[config.mk]
export PLATFORM = sky130hd
export DESIGN_NAME = sd_rom_loader
export DESIGN_NICKNAME = d
export VERILOG_FILES = /design/src/rtl/sd_loader_pkg.sv /design/src/rtl/sd_loader_watchdog.sv /design/src/rtl/sd_rom_loader.sv
export SDC_FILE = /design/constraint.sdc
export NUM_CORES = 1
export LEC_CHECK = 0
export ABC_CLOCK_PERIOD_IN_PS = 9150
export CAP_MARGIN = 30
export CORE_UTILIZATION = 45
export DETAILED_ROUTE_END_ITERATION = 7
export DONT_BUFFER_PORTS = 1
export PLACE_DENSITY = 0.57
export SYNTH_ARGS = -nofsm -noshare
export SYNTH_HDL_FRONTEND = slang
export SYNTH_HIERARCHICAL = 1
export SYNTH_SLANG_ARGS = --single-unit
[constraint.sdc]
create_clock -name clock -period 9.15 [get_ports clock]
set_input_delay 1.3725 -clock clock [delete_from_list [all_inputs] [get_ports clock]]
set_output_delay 1.3725 -clock clock [all_outputs]
set_load 0.02 [all_outputs]
[src/rtl/sd_loader_pkg.sv]
// rtl/sd_loader_pkg.sv - shared state type and size constants for the SD ROM loader
package sd_loader_pkg;

  typedef enum logic [2:0] {
    LD_IDLE,
    LD_ISSUE,
    LD_RECEIVE,
    LD_BLOCK_END,
    LD_DONE,
    LD_ERROR
  } ld_state_e;

  // Bytes returned by one SDIF block read.
  localparam int SD_BLOCK_BYTES = 512;

  // iNES image layout: header, PRG ROM, CHR ROM.
  localparam int INES_HEADER_BYTES = 16;
  localparam int INES_PRG_BYTES    = 32768;
  localparam int INES_CHR_BYTES    = 8192;
  localparam int INES_LOAD_BYTES   = INES_HEADER_BYTES + INES_PRG_BYTES + INES_CHR_BYTES;

endpackage

[src/rtl/sd_loader_watchdog.sv]
// rtl/sd_loader_watchdog.sv - reloadable down-counter flagging a stalled transfer
module sd_loader_watchdog
  import sd_loader_pkg::*;
#(
  parameter int TIMEOUT_CYCLES = 1000000
) (
  input  logic clock,
  input  logic reset,
  input  logic enable,
  input  logic reload,
  output logic expired
);

  localparam int CW = $clog2(TIMEOUT_CYCLES + 1);
  // Loaded with TIMEOUT_CYCLES-1 so expiry is seen on the TIMEOUT_CYCLES-th edge after a reload.
  localparam logic [CW-1:0] LOAD_VAL = CW'(TIMEOUT_CYCLES - 1);

  logic [CW-1:0] cnt_q, cnt_d;

  // Next count: held at the reload value while disabled, otherwise counts down to zero and sticks.
  always_comb begin
    cnt_d = cnt_q;
    if (!enable || reload) begin
      cnt_d = LOAD_VAL;
    end else if (cnt_q != '0) begin
      cnt_d = cnt_q - 1'b1;
    end
  end

  // Count register.
  always_ff @(posedge clock) begin
    if (reset) begin
      cnt_q <= LOAD_VAL;
    end else begin
      cnt_q <= cnt_d;
    end
  end

  assign expired = enable && (cnt_q == '0);

endmodule

[src/rtl/sd_rom_loader.sv]
// rtl/sd_rom_loader.sv - sequences SDIF block reads and writes the image into memory
module sd_rom_loader
  import sd_loader_pkg::*;
#(
  parameter logic [31:0] BASE_ADDR      = 32'h0,
  parameter int          BLOCK_BYTES    = SD_BLOCK_BYTES,
  parameter int          LOAD_BYTES     = INES_LOAD_BYTES,
  parameter int          MEM_AW         = 16,
  parameter int          TIMEOUT_CYCLES = 1000000
) (
  input  logic              clock,
  input  logic              reset,
  input  logic              start,
  input  logic              sd_idle,
  input  logic              sd_valid_read,
  input  logic [7:0]        sd_byte,
  output logic [31:0]       sd_addr,
  output logic              sd_begin_read,
  output logic [MEM_AW-1:0] mem_addr,
  output logic [7:0]        mem_data,
  output logic              mem_we,
  output logic              busy,
  output logic              done,
  output logic              error
);

  localparam int TW = $clog2(LOAD_BYTES + BLOCK_BYTES + 1);
  localparam int BW = $clog2(BLOCK_BYTES + 1);
  localparam logic [TW-1:0] LOAD_T  = TW'(LOAD_BYTES);
  localparam logic [BW-1:0] BLOCK_T = BW'(BLOCK_BYTES);
  localparam logic [31:0]   STEP    = 32'(BLOCK_BYTES);

  ld_state_e         state_q, state_d;
  logic [TW-1:0]     tot_q, tot_d;
  logic [BW-1:0]     blk_q, blk_d;
  logic [31:0]       addr_q, addr_d;
  logic              begin_q, begin_d;
  logic [MEM_AW-1:0] maddr_q, maddr_d;
  logic [7:0]        mdata_q, mdata_d;
  logic              we_q, we_d;
  logic              busy_q, done_q, error_q;
  logic              byte_in;
  logic              wd_reload;
  logic              wd_expired;

  sd_loader_watchdog #(
    .TIMEOUT_CYCLES(TIMEOUT_CYCLES)
  ) u_watchdog (
    .clock  (clock),
    .reset  (reset),
    .enable (busy_q),
    .reload (wd_reload),
    .expired(wd_expired)
  );

  // Next-state, counter and write-port logic for the load sequencer.
  always_comb begin
    state_d = state_q;
    tot_d   = tot_q;
    blk_d   = blk_q;
    addr_d  = addr_q;
    begin_d = begin_q;
    maddr_d = maddr_q;
    mdata_d = mdata_q;
    we_d    = 1'b0;
    byte_in = 1'b0;

    case (state_q)
      LD_IDLE, LD_DONE, LD_ERROR: begin
        begin_d = 1'b0;
        if (state_q == LD_IDLE) begin
          tot_d = '0;
          blk_d = '0;
        end
        if (start) begin
          state_d = LD_ISSUE;
          tot_d   = '0;
          blk_d   = '0;
          addr_d  = BASE_ADDR;
          begin_d = 1'b1;
        end
      end

      LD_ISSUE: begin
        if (!sd_idle) begin
          state_d = LD_RECEIVE;
          begin_d = 1'b0;
        end else if (wd_expired) begin
          state_d = LD_ERROR;
          begin_d = 1'b0;
        end else begin
          begin_d = 1'b1;
        end
      end

      LD_RECEIVE: begin
        if (sd_valid_read) begin
          byte_in = 1'b1;
          tot_d   = tot_q + 1'b1;
          blk_d   = blk_q + 1'b1;
          // Tail bytes of the final block beyond the image are counted but not stored.
          if (tot_q < LOAD_T) begin
            we_d    = 1'b1;
            maddr_d = MEM_AW'(tot_q);
            mdata_d = sd_byte;
          end
        end
        // The byte arriving with sd_idle is counted before the short-block check.
        if (blk_d == BLOCK_T) begin
          state_d = LD_BLOCK_END;
        end else if (sd_idle) begin
          state_d = LD_ERROR;
        end else if (wd_expired && !sd_valid_read) begin
          state_d = LD_ERROR;
        end
      end

      LD_BLOCK_END: begin
        if (sd_idle) begin
          blk_d = '0;
          if (tot_q >= LOAD_T) begin
            state_d = LD_DONE;
          end else begin
            state_d = LD_ISSUE;
            addr_d  = addr_q + STEP;
            begin_d = 1'b1;
          end
        end else if (wd_expired) begin
          state_d = LD_ERROR;
        end
      end

      default: begin
        state_d = LD_IDLE;
      end
    endcase

    wd_reload = (state_d != state_q) || byte_in;
  end

  // State, counters and registered outputs.
  always_ff @(posedge clock) begin
    if (reset) begin
      state_q <= LD_IDLE;
      tot_q   <= '0;
      blk_q   <= '0;
      addr_q  <= BASE_ADDR;
      begin_q <= 1'b0;
      maddr_q <= '0;
      mdata_q <= '0;
      we_q    <= 1'b0;
      busy_q  <= 1'b0;
      done_q  <= 1'b0;
      error_q <= 1'b0;
    end else begin
      state_q <= state_d;
      tot_q   <= tot_d;
      blk_q   <= blk_d;
      addr_q  <= addr_d;
      begin_q <= begin_d;
      maddr_q <= maddr_d;
      mdata_q <= mdata_d;
      we_q    <= we_d;
      busy_q  <= (state_d == LD_ISSUE) || (state_d == LD_RECEIVE) || (state_d == LD_BLOCK_END);
      done_q  <= (state_d == LD_DONE);
      error_q <= (state_d == LD_ERROR);
    end
  end

  assign sd_addr       = addr_q;
  assign sd_begin_read = begin_q;
  assign mem_addr      = maddr_q;
  assign mem_data      = mdata_q;
  assign mem_we        = we_q;
  assign busy          = busy_q;
  assign done          = done_q;
  assign error         = error_q;

endmodule
After elaboration in Yosys (flattened, before gate mapping):

Index checks and enable logic that the tools add are counted.

* output and inout port bits: 61
* input bits: 13
* register bits: 110
* word-level logic and storage cells: 92

* $lt $le $gt $ge: 2
* multiplexer cells: 32
* equal/unequal tests: 17
* bitwise logic cells: 2
* add/subtract/negate cells: 4
* reduce and logical (&&, ||, !) cells: 23

Operator list (number)
* 32-bit 2-to-1 mux: 3
* 32-bit case mux with 2 select lines: 1
* 10-bit 2-to-1 mux: 5
* 16-bit 2-to-1 mux: 3
* 32-bit by 10-bit adder with 32-bit output (second input constant): 1
* 16-bit case mux with 2 select lines: 1
* 10-bit case mux with 3 select lines: 1
* 3-bit 2-to-1 mux: 8
* 20-bit zero test: 1
* 20-bit nonzero test: 1
* 20-bit by 1-bit subtractor with 20-bit output (second input constant): 1
* 16-bit by 1-bit adder with 16-bit output (second input constant): 1
* 16-bit greater-or-equal comparator (second input constant): 1
* 16-bit less-than comparator (second input constant): 1
* 3-bit by 2-bit == test with 1-bit output (second input constant): 4
* 3-bit == test (second input constant): 4
* 3-bit case mux with 4 select lines: 1
* 3-bit AND reduction: 4
* 10-bit by 1-bit adder with 10-bit output (second input constant): 1
* 10-bit == test (second input constant): 1
* 1-bit 2-to-1 mux: 8
* 2-bit != test (second input constant): 4
* 3-bit by 1-bit == test with 1-bit output (second input constant): 2
* 3-bit nonzero test: 2
* 12 further kinds: 20

Depth between registers and ports, before layout:

Gate-level depths: netlist of the first run.

* word-level depth: 11
* depth in mapped cells: 15
* depth with buffers taken out: 15

Hierarchy:

The synthesis of the first run kept the hierarchy.

By module, submodules not included
* sd_rom_loader: area each 3844.9 um^2, sequential area each 1621.6 um^2, times used 1, cells an instance 495
* sd_loader_watchdog: area each 989.7 um^2, sequential area each 400.4 um^2, times used 1, cells an instance 113

Worst setup path after synthesis of the first run:

Ideal clock, no wire load.

* path type: register -> register
* start point: register u_watchdog.cnt_q[6]
* end point: register u_watchdog.cnt_q[13]
* stages on the path, launching flop included: 14
* setup slack: 5.570 ns
* library setup time: 0.059 ns
* buffers on the path: 0
* period minus slack after synthesis: 3.580 ns
* data arrival time: 3.521 ns
* data required time: 9.091 ns
* cell sequence: dfxtp_1 -> or4_4 -> or3_4 -> nor3_2 -> and2_1 -> a211oi_1 -> a2111oi_0 -> a221oi_1 -> xor2_1 -> nand3_1 -> nor2_1 -> nand2_1 -> or4_1 -> nand2_1

* longest elaborated chain between the ends: 11
* elaborated cells on any way between the ends: 16
* classes of those cells: add/sub (1); eq/ne (1); mux (7); reduce/logical (7)

Ends and longest elaborated chain
* start: declaration: line sd_loader_watchdog.sv:18 `logic [CW-1:0] cnt_q, cnt_d;`
* start signal: assignment: line sd_loader_watchdog.sv:35 `cnt_q <= cnt_d;`
* 20-bit zero test (*): line sd_loader_watchdog.sv:39 `assign expired = enable && (cnt_q == '0);`
* 1-bit logical AND (*): line sd_loader_watchdog.sv:39
* net wd_expired: line sd_rom_loader.sv:44 `logic wd_expired;`
* 1-bit logical AND: line sd_rom_loader.sv:113 `end else if (wd_expired && !sd_valid_read) begin`
* 3-bit 2-to-1 mux: line sd_rom_loader.sv:113
* 3-bit 2-to-1 mux: line sd_rom_loader.sv:111 `end else if (sd_idle) begin`
* 3-bit 2-to-1 mux: line sd_rom_loader.sv:109 `if (blk_d == BLOCK_T) begin`
* 3-bit case mux with 4 select lines (*): line sd_rom_loader.sv:68 `case (state_q)`
* 3-bit != test (*): line sd_rom_loader.sv:138 `wd_reload = (state_d != state_q) || byte_in;`
* 1-bit logical OR (*): line sd_rom_loader.sv:138
* net wd_reload: line sd_rom_loader.sv:43 `logic wd_reload;`
* 1-bit logical OR (*): line sd_loader_watchdog.sv:23 `if (!enable || reload) begin`
* 2-bit OR reduction (no line) (*)

Mark *: on every way through the listed nets, which the timed path passes. The rest lies on a longest branch.
A chain may end at the register's enable or synchronous reset.

Final worst setup path of the first run:

* start point: register u_watchdog.cnt_q[10]
* end point: register u_watchdog.cnt_q[13]

The elaborated chain is that of the path after synthesis.

==> metrics.txt, run 1 <==
Final min period around 4.3 ns; FF+latch count, synth 101; multiplexer area fraction after synthesis 0.440%; Post-DP Area 4850 µm²; Critical Path RT 9.46 ns; Post-CTS Hold Buffers 0; via count 4084; Worst-Margin Slew between 1 and 1.5 ns; post_cts resized 0; Startpoint Class flop; GPL Wtd Cong approximately 0.82; port bufs 0; share of post-route cells with drive strength above 1 under 10%; Main synth FF type dfxtp_1; dpl hpwl 7310 µm; Leak 1.60 nW; worst hold margin 0.464 ns; io pins between 70 and 80; Compound-Gate Fraction of Synth Area 17.1%; CP most frequent cell nand2_1; CTS Buffer Depth 2; vias in the first global route 3797; Simple-Gate Fraction of Synth Area 28.6%; Final Slew Violations 0; Critical-path top delay cell nor3_2; number of synthesized flops with an enable pin 0; initial antenna violation count 0; number of placed instances, taps included 713; cell row count 37; TritonRoute pass-1 iters 4; Fin. Hold Viols 0; largest net degree at the start of global routing 47; GRT overflow 0; Yosys warnings 6; Setup violations, final 0; Worst VDD drop around 89 µV; Period Utilization, post-route about 46%; unrepaired setup endpoints after global routing no; Crit path max-delay family simple AND/OR/NAND/NOR gates; CTS Buf Count 9; PwrDens roughly 150 nW/µm²; Synth async-reset ratio 0%; ANT cells 0; clock skew ~0.016 ns; data arrival time of the worst path 4.56 ns; post-synthesis adder-cell area fraction 1.55%; CP bufs+invs 0; Worst-path clk slew around 0.10 ns; post-synthesis sequential area ratio a little over two fifths; Yosys cell types 60; vias per cell 5.59; CP max FO 11; Routed Antenna Nets 0; DIE WIDTH 106 µm; Clock Sinks 101; status finished clean; Mapped Area between 4000 and 5000 µm²; xor and xnor fraction of the mapped netlist area about 5%; Area growth, synth to finish 4.40%; final instance area 5050 µm²; H-Tree Depth 3; core area 10400 µm²; largest family of logic cells by synthesized area simple AND/OR/NAND/NOR gates; Synth Instances around 600; DRC viols 0; first-pass GRT wire length 18100 µm; Starting Density 46.6%; Worst-Skew Late Latency 0.36 ns; CP endpoint kind flop; clock root cell clkbuf_8; wire per inst around 15 µm; MaxCap Viol Count 0; die area 11200 µm²; FMAX 235 MHz; postcts setup bufs 0; CP peak stage delay 0.61 ns; Min-Delay Path Class flop to flop; CTS tree done; R2R Setup Slk 4.90 ns; Relative slew margins between 30% and 40%; DRT iter0 DRCs 170; All-Layer GR Usage 19.9%; critical-path cell list nor4_1, nand3b_1, nor3_2, and2_1, a211oi_1, a2111oi_0, a221oi_1, xor2_1, nand3_1, nor2_1, nand2_1, or4_1, nand2_1; final cell count without fillers 730; synthesized area per cell 7.95 µm²; final WL 10600 µm; post-route setup TNS 0 ns; critical setup path kind flop to flop; die height about 110 µm; nets@finish 608
layout make-up:
type / count / area [µm²]
multi-input combinational: 458 / 2590
tap: 136 / 170
sequential: 101 / 2020
inverter: 16 / 60.1
clock buffer: 11 / 141
clock inverter: 5 / 36.3
timing repair buffer: 3 / 30.0
fill: 1043 / 5320
worst reg2reg max path: cells and delay by family (launching register included):
family	cells	cell delay, ns
AO/OA/AOI/OAI	3	0.74
flip-flops	1	0.37
AND/OR/NAND/NOR	9	2.94
XOR/XNOR	1	0.17
where the power goes:
part | internal [mW] | leakage (nW) | switching [mW] | total [mW]
Clock | 0.107 | 0.0815 | 0.155 | 0.261
Sequential | 0.444 | 0.815 | 0.00908 | 0.453
Combinational | 0.0144 | 0.702 | 0.0314 | 0.0458
cells in the final DEF (no fill, tap or decap), types with 2 or more instances in the layout:
master | netlist | layout
a2111oi_0 | 2 | 2
a21oi_1 | 62 | 62
a221oi_1 | 2 | 2
a22oi_1 | 3 | 3
a311oi_1 | 3 | 3
a31oi_1 | 4 | 4
and2_1 | 4 | 4
and3_1 | 7 | 7
and4_1 | 3 | 3
buf_4 | 9 | 2
clkbuf_8 | 0 | 10
clkinvlp_4 | 0 | 3
conb_1 | 1 | 9
dfxtp_1 | 101 | 101
ha_1 | 6 | 6
inv_1 | 16 | 16
nand2_1 | 90 | 90
nand2b_1 | 4 | 4
nand3_1 | 20 | 20
nand4_1 | 13 | 13
nor2_1 | 50 | 50
nor2b_1 | 3 | 3
nor3_1 | 13 | 13
nor3b_1 | 3 | 3
nor4_1 | 10 | 10
o211ai_1 | 9 | 9
o21a_1 | 4 | 4
o21ai_0 | 29 | 29
o21ai_1 | 7 | 7
o31ai_1 | 6 | 6
or2_2 | 5 | 5
or3_1 | 24 | 24
or3_2 | 3 | 3
or4_1 | 6 | 6
or4_4 | 3 | 3
xnor2_1 | 14 | 14
xor2_1 | 14 | 14
registers in the layout (all words and copies together) (netlist names):
name and count:
blk_q 10, busy 1, done 1, error 1, mem_addr 16, mem_data 8
mem_we 1, sd_addr 23, sd_begin_read 1, state_q 3, tot_q 16, u_watchdog/cnt_q 20
metrics by stage:
| stage | power (mW) | worst slack, ns | utilization, % |
|---|---|---|---|
| after floorplan | 0.505 | 5.57 | - |
| after global placement | 0.508 | 5.14 | 46.8 |
| after detailed placement | 0.508 | 4.96 | 46.8 |
| after CTS | 0.769 | 4.93 | 48.5 |
| after global routing | 0.799 | 4.32 | 48.7 |
| final | 0.760 | 4.90 | 48.7 |
logic make-up (layout without fill, tap and decap cells):
logic type | Yosys count | after routing
mux | 2 | 2
buf+inv | 57 | 35
fa+ha+maj | 6 | 6
flops | 101 | 101
other cells | 1 | 9
simple gates | 272 | 272
compound gates | 141 | 141
xor+xnor | 28 | 28
per-layer routing:
layer / track usage, % / part of all wire [%]
met1: 26.0 / 48
met2: 31.8 / 46
met3: 5.13 / 4.8
met4: 6.55 / 0.47
met5: 0 / 0
cells in the mapped netlist (2+ instances only):
cell / instances / share of area, %
dfxtp_1: 101 / 42
nand2_1: 90 / 7.0
a21oi_1: 62 / 6.4
nor2_1: 50 / 3.9
o21ai_0: 29 / 3.0
clkbuf_1: 26 / 2.0
or3_1: 24 / 3.1
nand3_1: 20 / 2.1
inv_1: 16 / 1.2
xnor2_1: 14 / 2.5
xor2_1: 14 / 2.5
nand4_1: 13 / 1.7
nor3_1: 13 / 1.3
nor4_1: 10 / 1.3
buf_4: 9 / 1.4
o211ai_1: 9 / 1.4
and3_1: 7 / 0.91
o21ai_1: 7 / 0.72
buf_2: 6 / 0.62
ha_1: 6 / 1.6
o31ai_1: 6 / 0.93
or4_1: 6 / 0.93
or2_2: 5 / 0.65
a31oi_1: 4 / 0.52
and2_1: 4 / 0.52
nand2b_1: 4 / 0.52
o21a_1: 4 / 0.62
a22oi_1: 3 / 0.47
a311oi_1: 3 / 0.54
and4_1: 3 / 0.54
nor2b_1: 3 / 0.39
nor3b_1: 3 / 0.47
or3_2: 3 / 0.47
or4_4: 3 / 0.70
a2111oi_0: 2 / 0.36
a221oi_1: 2 / 0.36
path summary, 6_finish.rpt:
kind,start,to,cells past startpoint
worst max-delay path,u_watchdog/cnt_q[10]$_SDFFE_PP0P_,u_watchdog/cnt_q[13]$_SDFFE_PP0P_,13
worst min-delay path,blk_q[9]$_SDFFE_PP0P_,blk_q[9]$_SDFFE_PP0P_,2
worst max register to register,u_watchdog/cnt_q[10]$_SDFFE_PP0P_,u_watchdog/cnt_q[13]$_SDFFE_PP0P_,13
worst min register to register,blk_q[9]$_SDFFE_PP0P_,blk_q[9]$_SDFFE_PP0P_,2
Note: power is estimated with default switching activity, not from simulation.
==> run 2: changes to the inputs <==
--- a/config.mk
+++ b/config.mk
@@ -5,7 +5,7 @@
 export SDC_FILE = /design/constraint.sdc
 export NUM_CORES = 1
 export LEC_CHECK = 0
-export ABC_CLOCK_PERIOD_IN_PS = 9150
+export ABC_CLOCK_PERIOD_IN_PS = 4100
 export CAP_MARGIN = 30
 export CORE_UTILIZATION = 45
 export DETAILED_ROUTE_END_ITERATION = 7
==> constraint.sdc (replaced) <==
create_clock -name clock -period 4.1 [get_ports clock]
set_input_delay 0.615 -clock clock [delete_from_list [all_inputs] [get_ports clock]]
set_output_delay 0.615 -clock clock [all_outputs]
set_load 0.02 [all_outputs]
==> run 2 against run 1 <==
Effect of this change: final area is 0.99% higher; largest power group unchanged; sequential share of layout area fell by 0.39 points; fmax increased by 15%; clock-buffer cell count down 2; via count is 0.29% higher; core utilization increased by 0.48 points; worst hold slack got worse by 0.15 ns; largest cell class unchanged; sequential power grew 120%; clock skew is 0.0011 ns lower; critical path depth stayed put; non-clock buffer count up 3; worst setup slack got worse by 4.5 ns.
==> metrics.txt, run 2 (synthesis gave the netlist of run 1 again) <==
status finished clean; Routed Antenna Nets 0; dpl hpwl 7340 µm; TritonRoute pass-1 iters 4; Final Slew Violations 0; Worst VDD drop 169 µV; Power, Total 1.80 mW; Startpoint Class flop; clock group share of total power 38.1%; Net Sw Frac 24.3%; All-Layer GR Usage 20.0%; Starting Density 46.6%; clock skew 0.0145 ns; first-pass GRT wire length roughly 18000 µm; critical setup path kind flop to flop; vias per cell 5.60; wire per inst around 15 µm; CP max FO 9; via count 4096; unrepaired setup endpoints after global routing no; Worst R2R Start u_watchdog/cnt_q[6]$_SDFFE_PP0P_; Worst-Margin Slew 0.866 ns; CTS tree done; final cell count without fillers 732; port bufs 0; CTS Buffer Depth 2; Clock Sinks 101; fill cell count 1023; data arrival time of the worst path approximately 4 ns; commonest cells after routing, fill and taps aside dfxtp_1, nand2_1, a21oi_1, nor2_1, o21ai_0; final WL 10700 µm; MaxCap Viol Count 0; DIE WIDTH 106 µm; Sw Pwr 0.437 mW; Relative slew margins 42.3%; FMAX approximately 270 MHz; share of post-route cells with drive strength above 1 6.54%; Min-Delay Path Class input port to flop; ANT cells 0; Worst-Skew Late Latency 0.37 ns; Critical Path RT 4.41 ns; Post-CTS Hold Buffers 0; max reg flops 23; cell row count 37; CP endpoint kind flop; GRT overflow 0; hold_sp reset; Internal approximately 1.4 mW; io pins 74; number of placed instances, taps included 717; clock root cell clkbuf_8; Gate power share under 10%; DRC viols 0; initial antenna violation count 0; vias in the first global route 3761; Area growth, synth to finish 5.43%; post_cts resized 0; register share of total power 56.1%; H-Tree Depth 3; area of the multi-input gates between 2000 and 3000 µm²; Fin. Hold Viols 0; Worst-path clk slew 0.10 ns; Leak ~1.6 nW; post-route setup TNS 0 ns; Setup violations, final 0; crit path launch u_watchdog/cnt_q[6]$_SDFFE_PP0P_; die height 106 µm; Period Utilization, post-route 90.0%; core area just over 10000 µm²; Final min period around 3.7 ns; CTS Buf Count 9; PwrDens 353 nW/µm²; nets@finish 611; postcts setup bufs 0; die area 11200 µm²; commonest non-fill, non-tap cell in the layout dfxtp_1; DRT iter0 DRCs 209; largest net degree at the start of global routing 47; Reg area 2020 µm²; GPL Wtd Cong roughly 0.80
## run 2: cell types whose count changed in the layout (fill, tap and decap cells not counted)
cell,previous run,this run
buf_4,2,6
clkinvlp_4,3,2
buf_8,1,0
clkbuf_8,10,9
bufinv_16,0,2
clkbuf_1,1,0
## run 2: metal layers
metal | routed length [µm] | global-route usage, % | share of wire (%)
met3 | 519 | 5.07 | 4.9
met2 | 4850 | 31.1 | 45
met1 | 5200 | 26.6 | 49
met4 | 121 | 7.14 | 1.1
met5 | 0 | 0 | 0
## run 2: worst paths after layout
check	endpoint	slack, ns	depth (start not counted)
max reg2reg	u_watchdog/cnt_q[13]$_SDFFE_PP0P_	0.41	13
min reg2reg	blk_q[9]$_SDFFE_PP0P_	0.47	2
max	u_watchdog/cnt_q[13]$_SDFFE_PP0P_	0.41	13
min	blk_q[1]$_SDFFE_PP0P_	0.32	1
## run 2: final cells by class
cell class	count	area share [%]
clock buffer	9	2.43
clock inverter	6	1.74
inverter	16	1.18
multi-input combinational	458	50.8
sequential	101	39.7
tap	136	3.34
timing repair buffer	6	0.884
## run 2: through the flow
stage / cell area [µm²] / worst slack (ns) / util (%) / hold WS [ns]
2_1_floorplan: 4860 / 0.520 / - / 0.445
3_3_place_gp: 4880 / 0.524 / 47.1 / 0.452
3_5_place_dp: 4880 / 0.458 / 47.1 / 0.457
4_1_cts: 5100 / 0.422 / 49.2 / 0.296
5_1_grt: 5100 / 0.0835 / 49.2 / 0.284
6_report: 5100 / 0.410 / 49.2 / 0.315
## run 2: critical path, stage by stage, from the launching register on
cell	delay (ns)
dfxtp_1	0.36
or4_4	0.57
or3_4	0.37
nor3_2	0.22
and2_1	0.26
a211oi_1	0.10
a2111oi_0	0.39
a221oi_1	0.17
xor2_1	0.17
nand3_1	0.09
nor2_1	0.13
nand2_1	0.21
or4_1	0.52
nand2_1	0.07
## run 2: power groups by stage
| stage | registers [mW] | clock network (mW) | logic (mW) |
|---|---|---|---|
| 2_1_floorplan | 1.03 | 0 | 0.102 |
| 3_3_place_gp | 1.03 | 0 | 0.102 |
| 3_5_place_dp | 1.03 | 0 | 0.103 |
| 4_1_cts | 1.01 | 0.711 | 0.104 |
| 5_1_grt | 1.01 | 0.750 | 0.119 |
| 6_report | 1.01 | 0.686 | 0.103 |
==> run 3: changes to the inputs <==
--- a/config.mk
+++ b/config.mk
@@ -7,10 +7,10 @@
 export LEC_CHECK = 0
 export ABC_CLOCK_PERIOD_IN_PS = 4100
 export CAP_MARGIN = 30
-export CORE_UTILIZATION = 45
+export CORE_UTILIZATION = 63
 export DETAILED_ROUTE_END_ITERATION = 7
 export DONT_BUFFER_PORTS = 1
-export PLACE_DENSITY = 0.57
+export PLACE_DENSITY = 0.76
 export SYNTH_ARGS = -nofsm -noshare
 export SYNTH_HDL_FRONTEND = slang
 export SYNTH_HIERARCHICAL = 1
==> run 3 against run 2 <==
Effect of this change: non-clock buffer count stayed put; clock-buffer cell count stayed put; sequential cell count stayed put; critical path type unchanged; global-route usage is 5.4 points higher.
==> metrics.txt, run 3 (synthesis gave the netlist of run 1 again) <==
first-pass GRT wire length 16000 µm; Worst-path clk slew 0.09 ns; PwrDens around 350 nW/µm²; register share of total power 56.6%; Final min period ~3.7 ns; Setup WS pre-CTS between 0.4 and 0.5 ns; Critical Path RT 4.41 ns; nets@finish around 610; DRT iter0 DRCs 190; critical setup path kind flop to flop; commonest non-fill, non-tap cell in the layout dfxtp_1; unrepaired setup endpoints after global routing no; final WL 10000 µm; Internal between 1 and 1.5 mW; All-Layer GR Usage 25.3%; max reg flops 23; initial antenna violation count 0; FMAX 271 MHz; WL met2 4730 µm; fill cell count 606; H-Tree Depth 3; port bufs 0; data arrival time of the worst path 4.00 ns; post-route setup TNS 0 ns; ANT cells 0; worst hold margin roughly 0.32 ns; CTS tree done; vias in the first global route 3584; M1 WL 4560 µm; post_cts resized 0; GRT overflow 0; Setup violations, final 0; vias per cell 5.99; met3 WL around 630 µm; CP max FO 9; Starting Density 65.9%; Period Utilization, post-route about nine tenths; die height 89.6 µm; GPL Wtd Cong 0.823; commonest cells after routing, fill and taps aside dfxtp_1, nand2_1, a21oi_1, nor2_1, o21ai_0; Net Sw Frac 23.6%; Leak roughly 1.6 nW; die area 8030 µm²; Routed Antenna Nets 0; MaxCap Viol Count 0; CTS Buffer Depth 2; Clock Sinks 101; top layer reached by signal wires met4; DRC viols 0; wire per inst 14.4 µm; status finished clean; CTS Buf Count 9; Startpoint Class flop; clock group share of total power a little under two fifths; via count 4164; Worst VDD drop between 200 and 250 µV; largest net degree at the start of global routing 47; cell row count 31; share of post-route cells with drive strength above 1 6.54%; Worst-Margin Slew 0.829 ns; Worst-Skew Late Latency 0.36 ns; dpl hpwl 6980 µm; io pins between 70 and 80; Post-CTS Hold Buffers 0; Power, Total 1.78 mW; clock root cell clkbuf_8; postcts setup bufs 0; Sw Pwr between 0.4 and 0.5 mW; CP endpoint kind flop; Relative slew margins 44.7%; Final Slew Violations 0; Gate power share 5.8%; core area 7330 µm²; Area growth, synth to finish 4.48%; clock skew between 0.01 and 0.015 ns; Worst Slack Setup Final 0.406 ns; Min-Delay Path Class input port to flop; TritonRoute pass-1 iters 7; Fin. Hold Viols 0; DIE WIDTH 89.6 µm
run 3: final cells by class:
cell class	count	area (µm²)	share of cell area (%)
Sequential cell	101	2020	40.0
Inverter	16	60.1	1.19
Clock buffer	9	124	2.45
Tap cell	99	124	2.45
Multi-Input combinational cell	458	2590	51.2
Timing Repair Buffer	6	45.0	0.892
Clock inverter	6	88.8	1.76
run 3: worst paths after layout:
path	startpoint	slack, ns	cells past startpoint	to
worst max-delay path	u_watchdog/cnt_q[6]$_SDFFE_PP0P_	0.41	13	u_watchdog/cnt_q[13]$_SDFFE_PP0P_
worst min-delay path	reset	0.32	1	blk_q[4]$_SDFFE_PP0P_
worst max register to register	u_watchdog/cnt_q[6]$_SDFFE_PP0P_	0.41	13	u_watchdog/cnt_q[13]$_SDFFE_PP0P_
worst min register to register	tot_q[1]$_SDFFE_PP0P_	0.47	2	mem_addr[1]$_SDFFE_PP0P_
run 3: power by group through the flow:
stage | Sequential (mW) | Combinational, mW | Clock [mW]
2_1_floorplan | 1.03 | 0.102 | 0
5_1_grt | 1.01 | 0.116 | 0.727
3_3_place_gp | 1.03 | 0.0988 | 0
4_1_cts | 1.01 | 0.102 | 0.688
3_5_place_dp | 1.03 | 0.101 | 0
6_report | 1.01 | 0.103 | 0.671
run 3: worst max-delay path, stage by stage (launching register included):
cell and delay [ns]:
dfxtp_1 0.35, or4_4 0.56, or3_4 0.37, nor3_2 0.22, and2_1 0.25, a211oi_1 0.11
a2111oi_0 0.38, a221oi_1 0.18, xor2_1 0.19, nand3_1 0.10, nor2_1 0.13, nand2_1 0.21
or4_1 0.52, nand2_1 0.08
run 3: layer usage:
layer,vias to the layer above,GRT usage (%)
li1,2105,-
met1,1929,31.9
met2,119,42.1
met3,11,7.31
met4,0,7.79
met5,-,0
run 3: through the flow:
| stage | utilization, % | std cells | instance area (µm²) |
|---|---|---|---|
| floorplan | - | 616 | 4860 |
| global placement | 66.0 | 680 | 4840 |
| detailed placement | 66.0 | 680 | 4840 |
| CTS | 68.9 | 695 | 5050 |
| global route | 68.9 | 695 | 5050 |
| finish | 68.9 | 695 | 5050 |
==> RTL change, RTL diff (flow settings as in run 3) <==
Register the output `mem_addr` once more, cleared by the reset; this adds one clock of latency there. The other outputs are not delayed to match.
--- a/src/rtl/sd_rom_loader.sv
+++ b/src/rtl/sd_rom_loader.sv
@@ -169,7 +169,13 @@
 
   assign sd_addr       = addr_q;
   assign sd_begin_read = begin_q;
-  assign mem_addr      = maddr_q;
+  always_ff @(posedge clock) begin
+    if (reset) begin
+      mem_addr <= '0;
+    end else begin
+      mem_addr <= maddr_q;
+    end
+  end
   assign mem_data      = mdata_q;
   assign mem_we        = we_q;
   assign busy          = busy_q;
Behaviour: not the same (Yosys sat finds a counterexample within 10 cycles, from zero or initial values and one cycle with reset high).
==> RTL change against run 3 <==
Cell area increased by 16%. Non-clock buffer count down 3. Hold slack lost 0.15 ns. Total power rose by 51%. Sequential power up 15%. Fmax is 12% higher. Wire length grew 13%. Die area up 9.9%. Sequential cell count is 16 higher. Worst setup slack improved by 0.39 ns. Area after synthesis increased by 10%. Largest power group is now the clock network.
==> RTL change: results <==
group,metric,value,unit
status,status,"finished, final reports clean",
placed_design,place_ws,0.827,ns
detailed_routing,wirelength,11300,µm
synthesis,synthCells,618,
grt,track_usage,26.9,%
worst_setup_path,cp.arrival,3.77,ns
grt,grt_max_degree,64,
clocking,htree_levels,4,
synthesis,synthTopCellsByCount,"dfxtp_1, nor2_1, a21oi_1",
final_layout,nets,626,
worst_setup_path,r2r_cells,16,
pwr,vdd_drop_max,0.387,mV
synthesis,synth_mux_area_share,5.08,%
detailed_routing,via_per_inst,5.86,
min_path,worst_hold_path.endpoint,"blk_q[2]",
worst_setup_path,rr_startpoint,"u_watchdog/cnt_q[0]",
pwr,leakage,2.01,nW
timing,fin_hold_ws,0.172,ns
detailed_routing,drtIter0Drc,206,
worst_setup_path,critPathSlowestCell,"or4_1",
synthesis,synth_area_leaders,"dfxtp_1, nor2_1, mux2i_1",
worst_setup_path,path_max_fanout,10,
clocking,clk_latency,0.52,ns
worst_setup_path,cpPeakStageDelay,0.52,ns
clocking,cts.reportedPaths.clkPinSlew,0.06,ns
final_layout,drive_gt1_share,8.71,%
detailed_routing,drt_first_pass_iters,5,
timing,finalClockSkew,0.0133,ns
==> RTL change: kinds of logic after synthesis <==
kind of cell,Yosys count
compound gates,102
xor+xnor,37
fa+ha+maj,6
buf+inv,58
flops,117
mux,27
other cells,1
simple gates,270
==> RTL change: final cells by class <==
type / instances / area [µm²]
Inverter: 17 / 63.8
Timing Repair Buffer: 3 / 22.5
Sequential cell: 117 / 2340
Multi-Input combinational cell: 451 / 2740
Clock buffer: 18 / 428
Clock inverter: 14 / 153
Fill cell: 633 / 2330
Tap cell: 105 / 131
==> RTL change: layer usage <==
layer | routed length (µm) | up-vias | track usage, %
met3 | 538 | 9 | 7.85
met5 | 0 | - | 0
met4 | 123 | 0 | 12.6
met2 | 5740 | 91 | 46.1
met1 | 4930 | 2014 | 30.6
li1 | - | 2136 | -
==> RTL change: where the power goes <==
group / switching (mW) / internal, mW
Clock: 0.546 / 0.884
Combinational: 0.0679 / 0.0320
Sequential: 0.0173 / 1.15
